**config.mk**
```make
export PLATFORM = sky130hd
export DESIGN_NAME = grid_arbiter
export DESIGN_NICKNAME = d
export VERILOG_FILES = /design/src/rtl/grid_pkg.sv /design/src/rtl/rr_pick.sv /design/src/rtl/grid_arbiter.sv
export SDC_FILE = /design/constraint.sdc
export NUM_CORES = 1
export LEC_CHECK = 0
export ABC_AREA = 0
export CAP_MARGIN = 10
export CELL_PAD_IN_SITES_DETAIL_PLACEMENT = 1
export CELL_PAD_IN_SITES_GLOBAL_PLACEMENT = 1
export CORE_ASPECT_RATIO = 1.5
export CORE_MARGIN = 5
export CORE_UTILIZATION = 25
export CTS_BUF_LIST = sky130_fd_sc_hd__clkbuf_4 sky130_fd_sc_hd__clkbuf_8
export DETAILED_ROUTE_END_ITERATION = 12
export GPL_ROUTABILITY_DRIVEN = 0
export HOLD_SLACK_MARGIN = 0.12
export PLACE_DENSITY = 0.88
export SYNTH_ARGS = -nofsm -noshare
export SYNTH_HDL_FRONTEND = slang
export SYNTH_HIERARCHICAL = 1
export SYNTH_SLANG_ARGS = --single-unit
export TNS_END_PERCENT = 50
```
**constraint.sdc**
```tcl
create_clock -name clock -period 1.8 [get_ports clock]
set_clock_uncertainty 0.05 [all_clocks]
set_input_delay 0.18 -clock clock [delete_from_list [all_inputs] [get_ports clock]]
set_output_delay 0.18 -clock clock [all_outputs]
set_load 0.02 [all_outputs]
```
**src/rtl/grid_pkg.sv**
```systemverilog
`default_nettype none
// ============================================================================
// Module      : grid_pkg
// Description : Shared widths, requester IDs and arbiter state encoding for
//               the grid RAM arbiter and its helpers.
// Revision    : 1.0 - initial release
// ============================================================================
package grid_pkg;

   localparam int GRID_X_W = 6;
   localparam int GRID_Y_W = 5;
   localparam int GRID_D_W = 3;

   // Default requester assignment
   localparam int REQ_LL = 0;   // level loader
   localparam int REQ_DG = 1;   // grid drawer
   localparam int REQ_RT = 2;   // raytracer

   typedef enum logic [0:0] {
      ST_IDLE    = 1'b0,
      ST_GRANTED = 1'b1
   } grid_state_t;

endpackage
`default_nettype wire

```
**src/rtl/rr_pick.sv**
```systemverilog
`default_nettype none
// ============================================================================
// Module      : rr_pick
// Description : Combinational round-robin picker. Returns the first set
//               request bit at or above ptr_i, wrapping to bit 0.
// Revision    : 1.0 - initial release
// ============================================================================
module rr_pick #(
   parameter int N  = 3,
   parameter int PW = (N > 1) ? $clog2(N) : 1
) (
   input  logic [N-1:0]  req_i,
   input  logic [PW-1:0] ptr_i,
   output logic [N-1:0]  win_o,
   output logic          valid_o
);

   logic [N-1:0] ge_mask;
   logic [N-1:0] upper;
   logic [N-1:0] pool;

   // Mask of positions at or above the search start
   always_comb begin
      for (int i = 0; i < N; i++) begin
         ge_mask[i] = (i >= int'(ptr_i));
      end
   end

   // Prefer requests above the pointer; fall back to the wrapped set,
   // then isolate the lowest set bit of the chosen pool.
   assign upper   = req_i & ge_mask;
   assign pool    = (|upper) ? upper : req_i;
   assign win_o   = pool & (~pool + N'(1));
   assign valid_o = |req_i;

endmodule
`default_nettype wire

```
**src/rtl/grid_arbiter.sv**
```systemverilog
`default_nettype none
// ============================================================================
// Module      : grid_arbiter
// Description : Round-robin req/gnt arbiter sharing the single-port grid RAM
//               among NREQ requesters, with burst lock, optional hold limit
//               and per-requester read-data tagging.
// Revision    : 1.0 - initial release
// ============================================================================
module grid_arbiter
   import grid_pkg::*;
#(
   parameter int NREQ     = 3,
   parameter int MAX_HOLD = 0
) (
   input  logic                       clock,
   input  logic                       reset,
   input  logic [NREQ-1:0]            req_i,
   input  logic [NREQ-1:0]            lock_i,
   input  logic [NREQ*GRID_X_W-1:0]   req_x_i,
   input  logic [NREQ*GRID_Y_W-1:0]   req_y_i,
   input  logic [NREQ-1:0]            req_write_i,
   input  logic [NREQ*GRID_D_W-1:0]   req_in_i,
   output logic [NREQ-1:0]            gnt_o,
   output logic [NREQ-1:0]            rvalid_o,
   output logic [GRID_X_W-1:0]        grid_x_o,
   output logic [GRID_Y_W-1:0]        grid_y_o,
   output logic                       grid_write_o,
   output logic [GRID_D_W-1:0]        grid_in_o,
   output logic                       busy_o
);

   localparam int IW        = (NREQ > 1) ? $clog2(NREQ) : 1;
   localparam int CW        = (MAX_HOLD > 1) ? $clog2(MAX_HOLD) : 1;
   localparam int HOLD_LAST = (MAX_HOLD > 0) ? MAX_HOLD - 1 : 0;
   localparam bit HOLD_EN   = (MAX_HOLD > 0);

   grid_state_t     state_q;
   logic [NREQ-1:0] gnt_q;
   logic [NREQ-1:0] rvalid_q;
   logic [IW-1:0]   hold_q;    // index of the current holder
   logic [IW-1:0]   ptr_q;     // first index searched: one past the last holder
   logic [CW-1:0]   cnt_q;     // accesses by the holder, modulo MAX_HOLD

   logic [GRID_X_W-1:0] fx   [NREQ];
   logic [GRID_Y_W-1:0] fy   [NREQ];
   logic [GRID_D_W-1:0] fd   [NREQ];

   for (genvar g = 0; g < NREQ; g++) begin : g_fields
      assign fx[g] = req_x_i[g*GRID_X_W +: GRID_X_W];
      assign fy[g] = req_y_i[g*GRID_Y_W +: GRID_Y_W];
      assign fd[g] = req_in_i[g*GRID_D_W +: GRID_D_W];
   end

   logic            granted;
   logic            access;
   logic [NREQ-1:0] others;
   logic            rotate;
   logic            change;
   logic [NREQ-1:0] pick_req;
   logic [NREQ-1:0] win;
   logic            win_valid;
   logic [IW-1:0]   win_idx;
   logic [IW-1:0]   ptr_after;

   assign granted = (state_q == ST_GRANTED);
   assign access  = granted & req_i[hold_q];
   assign others  = req_i & ~gnt_q;

   // Forced rotation on the last allowed access, unless locked or alone
   assign rotate  = HOLD_EN & access & ~lock_i[hold_q] & (|others)
                  & (cnt_q == CW'(HOLD_LAST));

   // Re-arbitrate when idle, when the holder releases, or on rotation
   assign change   = ~access | rotate;
   assign pick_req = rotate ? others : req_i;

   rr_pick #(
      .N (NREQ),
      .PW(IW)
   ) u_pick (
      .req_i  (pick_req),
      .ptr_i  (ptr_q),
      .win_o  (win),
      .valid_o(win_valid)
   );

   // Convert the one-hot winner into an index
   always_comb begin
      win_idx = '0;
      for (int i = 0; i < NREQ; i++) begin
         if (win[i]) win_idx = IW'(i);
      end
   end

   assign ptr_after = (win_idx == IW'(NREQ - 1)) ? '0 : win_idx + IW'(1);

   // Grant state machine: grant, release, rotation and read tagging
   always_ff @(posedge clock) begin
      if (reset) begin
         state_q  <= ST_IDLE;
         gnt_q    <= '0;
         rvalid_q <= '0;
         hold_q   <= '0;
         ptr_q    <= '0;
         cnt_q    <= '0;
      end else begin
         rvalid_q <= (access && !req_write_i[hold_q]) ? gnt_q : '0;
         if (change) begin
            cnt_q <= '0;
            if (win_valid) begin
               state_q <= ST_GRANTED;
               gnt_q   <= win;
               hold_q  <= win_idx;
               ptr_q   <= ptr_after;
            end else begin
               state_q <= ST_IDLE;
               gnt_q   <= '0;
            end
         end else if (HOLD_EN) begin
            cnt_q <= (cnt_q == CW'(HOLD_LAST)) ? '0 : cnt_q + CW'(1);
         end
      end
   end

   assign gnt_o        = gnt_q;
   assign rvalid_o     = rvalid_q;
   assign busy_o       = |gnt_q;
   assign grid_x_o     = granted ? fx[hold_q] : '0;
   assign grid_y_o     = granted ? fy[hold_q] : '0;
   assign grid_in_o    = granted ? fd[hold_q] : '0;
   assign grid_write_o = access & req_write_i[hold_q] & ~reset;

endmodule
`default_nettype wire

```
---- Yosys cells after proc, flatten, opt, wreduce, memory -nomap -nowiden ----
Index checks and enable logic that the tools add are counted.
word-level totals
  word-level logic and storage cells ...... 52
  bits of input ports ..................... 53
  output and inout port bits .............. 22
  register bits ........................... 11
operators by class
  equality and inequality tests ........... 1
  $add $sub $neg .......................... 2
  mux-type cells .......................... 22
  magnitude comparators ................... 5
  reductions and logical operators ........ 7
  bitwise logic cells ..................... 10
operators with widths
  cell                                                              count
  2-to-1 mux 6 bit                                                  3
  2-to-1 mux 3 bit                                                  5
  2-to-1 mux 5 bit                                                  3
  binary-select mux 6 bit (select 2 bit)                            1
  binary-select mux 5 bit (select 2 bit)                            1
  OR reduction 3 bit                                                3
  bitwise AND 3 bit                                                 2
  binary-select mux 3 bit (select 2 bit)                            1
  binary-select mux 1 bit (select 2 bit)                            2
  greater-or-equal comparator 1 x 2 -> 1 bit, first input constant  2
  2-to-1 mux 1 bit                                                  4
  2-to-1 mux 2 bit                                                  2
  adder 3 x 1 -> 3 bit, second input constant                       1
  bitwise AND 1 bit                                                 3
  greater-or-equal comparator 3 bit, second input constant          1
  < comparator 2 x 3 -> 1 bit, second input constant                1
  inverter 1 bit                                                    3
  inverter 2 -> 3 bit                                               1
  inverter 3 bit                                                    1
  adder 2 x 1 -> 2 bit, second input constant                       1
  equality test 2 bit, second input constant                        1
  greater-or-equal comparator 2 bit, first input constant           1
  AND reduction 2 bit                                               1
  OR reduction 2 bit                                                1
  other kinds (2)                                                   2

---- Longest topological paths before layout ----
  depth in word-level cells ............... 11
  depth in mapped cells ................... 5
  gate-level depth less buffers ........... 4

---- By module ----
Netlist, hierarchy kept.
modules (own cells, without submodules)
  module        times used  area each (µm²)  sequential area each (µm²)  cells an instance
  grid_arbiter  1           989.7            200.2                       111
  rr_pick       1           83.8             0.0                         11

---- Worst setup path before layout ----
OpenSTA, ideal clock, no wires.
  path type ............................... flip-flop to output port
  start point ............................. register ptr_q[1] (netlist name)
  end point ............................... output port grid_in_o[1]
  arrival time ............................ 1.414 ns
  stages on the path, launching flop included .. 6
  path buffers ............................ 2
  required time ........................... 1.570 ns
  setup slack ............................. 0.156 ns
  cells stage by stage .................... dfxtp_1 buf_4 nor2b_2 buf_4 nand2_1 a21boi_1
RTL lines
  item           line                text
  end, declared  grid_arbiter.sv:28  output logic [GRID_D_W-1:0] grid_in_o,

---- Final worst setup path ----
  start point ............................. register hold_q[1]
  end point ............................... output port grid_write_o
on the way
  cells in the longest elaborated chain, start to end .. 5
  elaborated cells on any way between the ends .. 7
  classes of those cells .................. 4 x mux; 3 x bitwise
RTL lines
  item                                    line                 text
  start, declared                         grid_arbiter.sv:40   logic [IW-1:0] hold_q;
  start signal, assigned                  grid_arbiter.sv:113  hold_q <= win_idx;
  binary-select mux 1 bit (select 2 bit)  grid_arbiter.sv:66   assign access = granted & req_i[hold_q];
  2-to-1 mux 1 bit (not written as such)  grid_arbiter.sv:66
  bitwise AND 1 bit                       grid_arbiter.sv:66
  bitwise AND 1 bit (*) (2 in series)     grid_arbiter.sv:131  assign grid_write_o = access & req_write_i[hold_q] & ~reset;
  end, declared                           grid_arbiter.sv:27   output logic grid_write_o,
Every way passes the cells marked *; elsewhere a longest branch is shown, timed or not. The select of a mux whose other input is x is not followed.

==> results.toml <==
[synth]
synthArstFlopShare_pct = 0
synth_top_cells_by_area = "dfxtp_1, mux2i_1, a21boi_2"
synthDominantAreaCellType = "dfxtp_1"
yosys_warnings = 6
mapped_cell_area_um2 = 1070
synth_top_area_share_pct = 18.6
synth_most_common_cell = "mux2i_1"
synth_cell_type_count = 38
yosys_most_used_dff = "dfxtp_1"
syn_nets = 175
synth_seq_cells = 10
netlist_instances = 122
yosys-top-cells-count = "mux2i_1, nand2_1, or2_1, dfxtp_1, a21boi_2"
synth_edf_count = 0
syn_avg_cell_area_um2 = 8.80
proportion_of_synthesized_chip_area_in_sequential_cells_pct = 18.6

[sta]
layout_setup_ws_ns = 0.00580
hold_violations = 0
max_freq_ghz = 0.557
setup-tns-final_ns = 0
report.final.slew_viol_count = 0
finalCritPeriodShare_pct = 99.7
worst_slew_pin_slew_ns = 0.438
hold-worst-slack_ns = 0.435
rsz0062_at_grt = "yes"
setup_viol_count_final = 0
min_period_ns = 1.79
max-slew-margin-rel_pct = 70.8

[power]
share_clk_of_total_power_pct = 28.6
seq_power_share_pct = 24.9
internal_power_uw = 691
p_total_mw = 1.01
power_density_nw_per_um2 = 518
combPwrFrac_pct = 46.5
power.leakage_nw = 0.769
power.ir.vdd_worst_mv = 0.590
switching_share_pct = 31.5
netSwitchingPower_uw = 318

[drt]
postRouteAntennaNets = 0
routed_wire_length_mm = 4.36
initialDrtViolationCount = 16
post_drt_via_cell_ratio = 4.99
avgRoutedWirePerCell_um = 17.2
routed_via_count = 1268
detail_route.first_pass.iterations = 3
detail_route.drc_violations = 0

[placement]
detailedPlacementHpwl_mm = 3.49
portBuffers = 71
detailedPlace.worstSlack_ns = -0.161
post-place-cells = 250
postPlaceCellArea_um2 = 1920

[worst_setup_path]
reg2reg_slack_ns = 0.17
criticalPathCategory = "reg2out"
crit_slowest_cell = "dfxtp_2"
critical_path_cell_list = "buf_4 > mux2i_2 > o2bb2ai_2 > and3_1 > clkdlybuf4s15_2"
r2r-start = "hold_q[1]$_SDFFE_PP0P_"
critPathArrivalTime_ns = 1.56
reg2reg_to = "ptr_q[0]$_SDFFE_PP0P_"
worst_setup_path_start_kind = "flip-flop"
crit_fanout = 5
worst_ep_required_time_ns = 1.57
reg2regPathDepth = 4
critPathMaxStageDelay_ns = 0.36
end_kind = "primary output"

[floorplan]
die-area_um2 = 5730
core.rowCount = 29
initial_utilization_pct = 25.5
i_o_pins = 75
core_area_um2 = 4210
die_width_um = 63.5
die-height_um = 90.3

[grt]
antenna_found_initial = 0
vias_in_the_first_global_route = 1489
global_route_usage_over_all_layers_pct = 15.5
grt_first_pass_wirelength_mm = 7.29
remaining_global_route_overflow = 0
grt_max_degree = 16

[layout]
fin_nets = 262
area_delta_synth_final_pct = 81.4
layout.area.seq_um2 = 203
area_of_all_placed_cells_without_fillers_um2 = 1950
drive_gt1_share_pct = 27.9
diodes = 0
multiInputGateArea_um2 = 813
count_of_fill_cells_added_during_filler_insertion = 500
fin_cells = 254
final_core_utilization_pct = 46.3

[flow_run]
max_cap_violations = 0

[clock_tree]
clock_tree.root_cell = "clkbuf_8"
clock-sinks = 10
cts.path.max_buffers = 2
htree_levels = 1
worst_skew_pair_latency_ns = 0.24
tritoncts = "built"
tritoncts.num_buffers = 3
cts.clk_slew.worst_paths_ns = 0.05
holdBufCountCts = 0

[min_path]
cell_depth_of_the_worst_hold_path = 2
hp_class = "reg2reg"
min_from = "gnt_o[2]$_SDFFE_PP0N_"
hold-path-endpoint = "rvalid_o[2]$_SDFF_PP0_"

[run_status]
run_status = "finished clean"
## worst max-delay path: cells and delay by family (launching register included)
family                 cells  cell delay [ns]
DFF                        1             0.36
and+or+nand+nor            1             0.17
muxes                      1             0.26
AOI/OAI and AO/OA          1             0.11
buffers and inverters      2             0.42
## cell type report
cell class                      instances  area share (%)
Sequential cell                        10            10.4
Inverter                                5           0.964
Multi-Input combinational cell        100            41.8
Tap cell                               46            2.96
Clock buffer                            4            2.83
Timing Repair Buffer                   89            41.1
## metal layers
layer	track usage, %	vias up	part of all wire [%]
met4	5.55	0	1.9
met5	0	-	0
li1	-	606	-
met3	1.87	6	4.2
met1	14.6	615	32
met2	32.1	41	62
## how the worst max path moves through the flow
stage                    to  cells past startpoint                    from
2_1_floorplan  grid_in_o[1]                      5   ptr_q[1]$_SDFFE_PP0P_
3_3_place_gp   grid_write_o                      5          req_write_i[2]
3_5_place_dp   grid_write_o                      5          req_write_i[0]
4_1_cts        grid_write_o                      5  hold_q[1]$_SDFFE_PP0P_
5_1_grt        grid_write_o                      5  hold_q[1]$_SDFFE_PP0P_
6_report       grid_write_o                      5  hold_q[1]$_SDFFE_PP0P_
## sequential cells by signal (all words and copies together) (netlist names)
name and count:
gnt_o 3, granted 1, hold_q 1, ptr_q 2
rvalid_o 3
## cells in the final DEF (no fill, tap or decap), types with 5 or more instances in the layout
cell	netlist	layout
clkdlybuf4s50_1	0	56
mux2i_1	19	17
buf_4	2	17
nand2_1	16	16
or2_1	14	14
clkbuf_2	0	11
a21boi_2	9	9
dfxtp_1	10	8
a21boi_1	5	5
inv_1	5	5
## logic make-up (layout without fill, tap and decap cells)
logic type             count (synthesis)  in the layout  synth area share (%)
multiplexers                          21             21                  20.2
AND/OR/NAND/NOR                       52             52                  28.4
XOR/XNOR                               1              1                 0.816
flip-flops                            10             10                  18.6
AO/OA/AOI/OAI                         26             26                  24.8
buffers and inverters                 12             98                  7.11
## power groups by stage
stage	clock [mW]	sequential [mW]	combinational, mW
floorplan	0	0.258	0.231
global placement	0	0.254	0.474
detailed placement	0	0.254	0.488
CTS	0.298	0.251	0.482
global route	0.307	0.254	0.508
finish	0.289	0.251	0.469
## what timing repair did
item                                   4_1_cts  5_1_grt
resized for setup                           35       16
setup buffers                                0        0
setup endpoints to repair                   15       15
cloned                                       0        0
endpoints found under the hold margin        0        0
(Power assumes the default switching activity.)
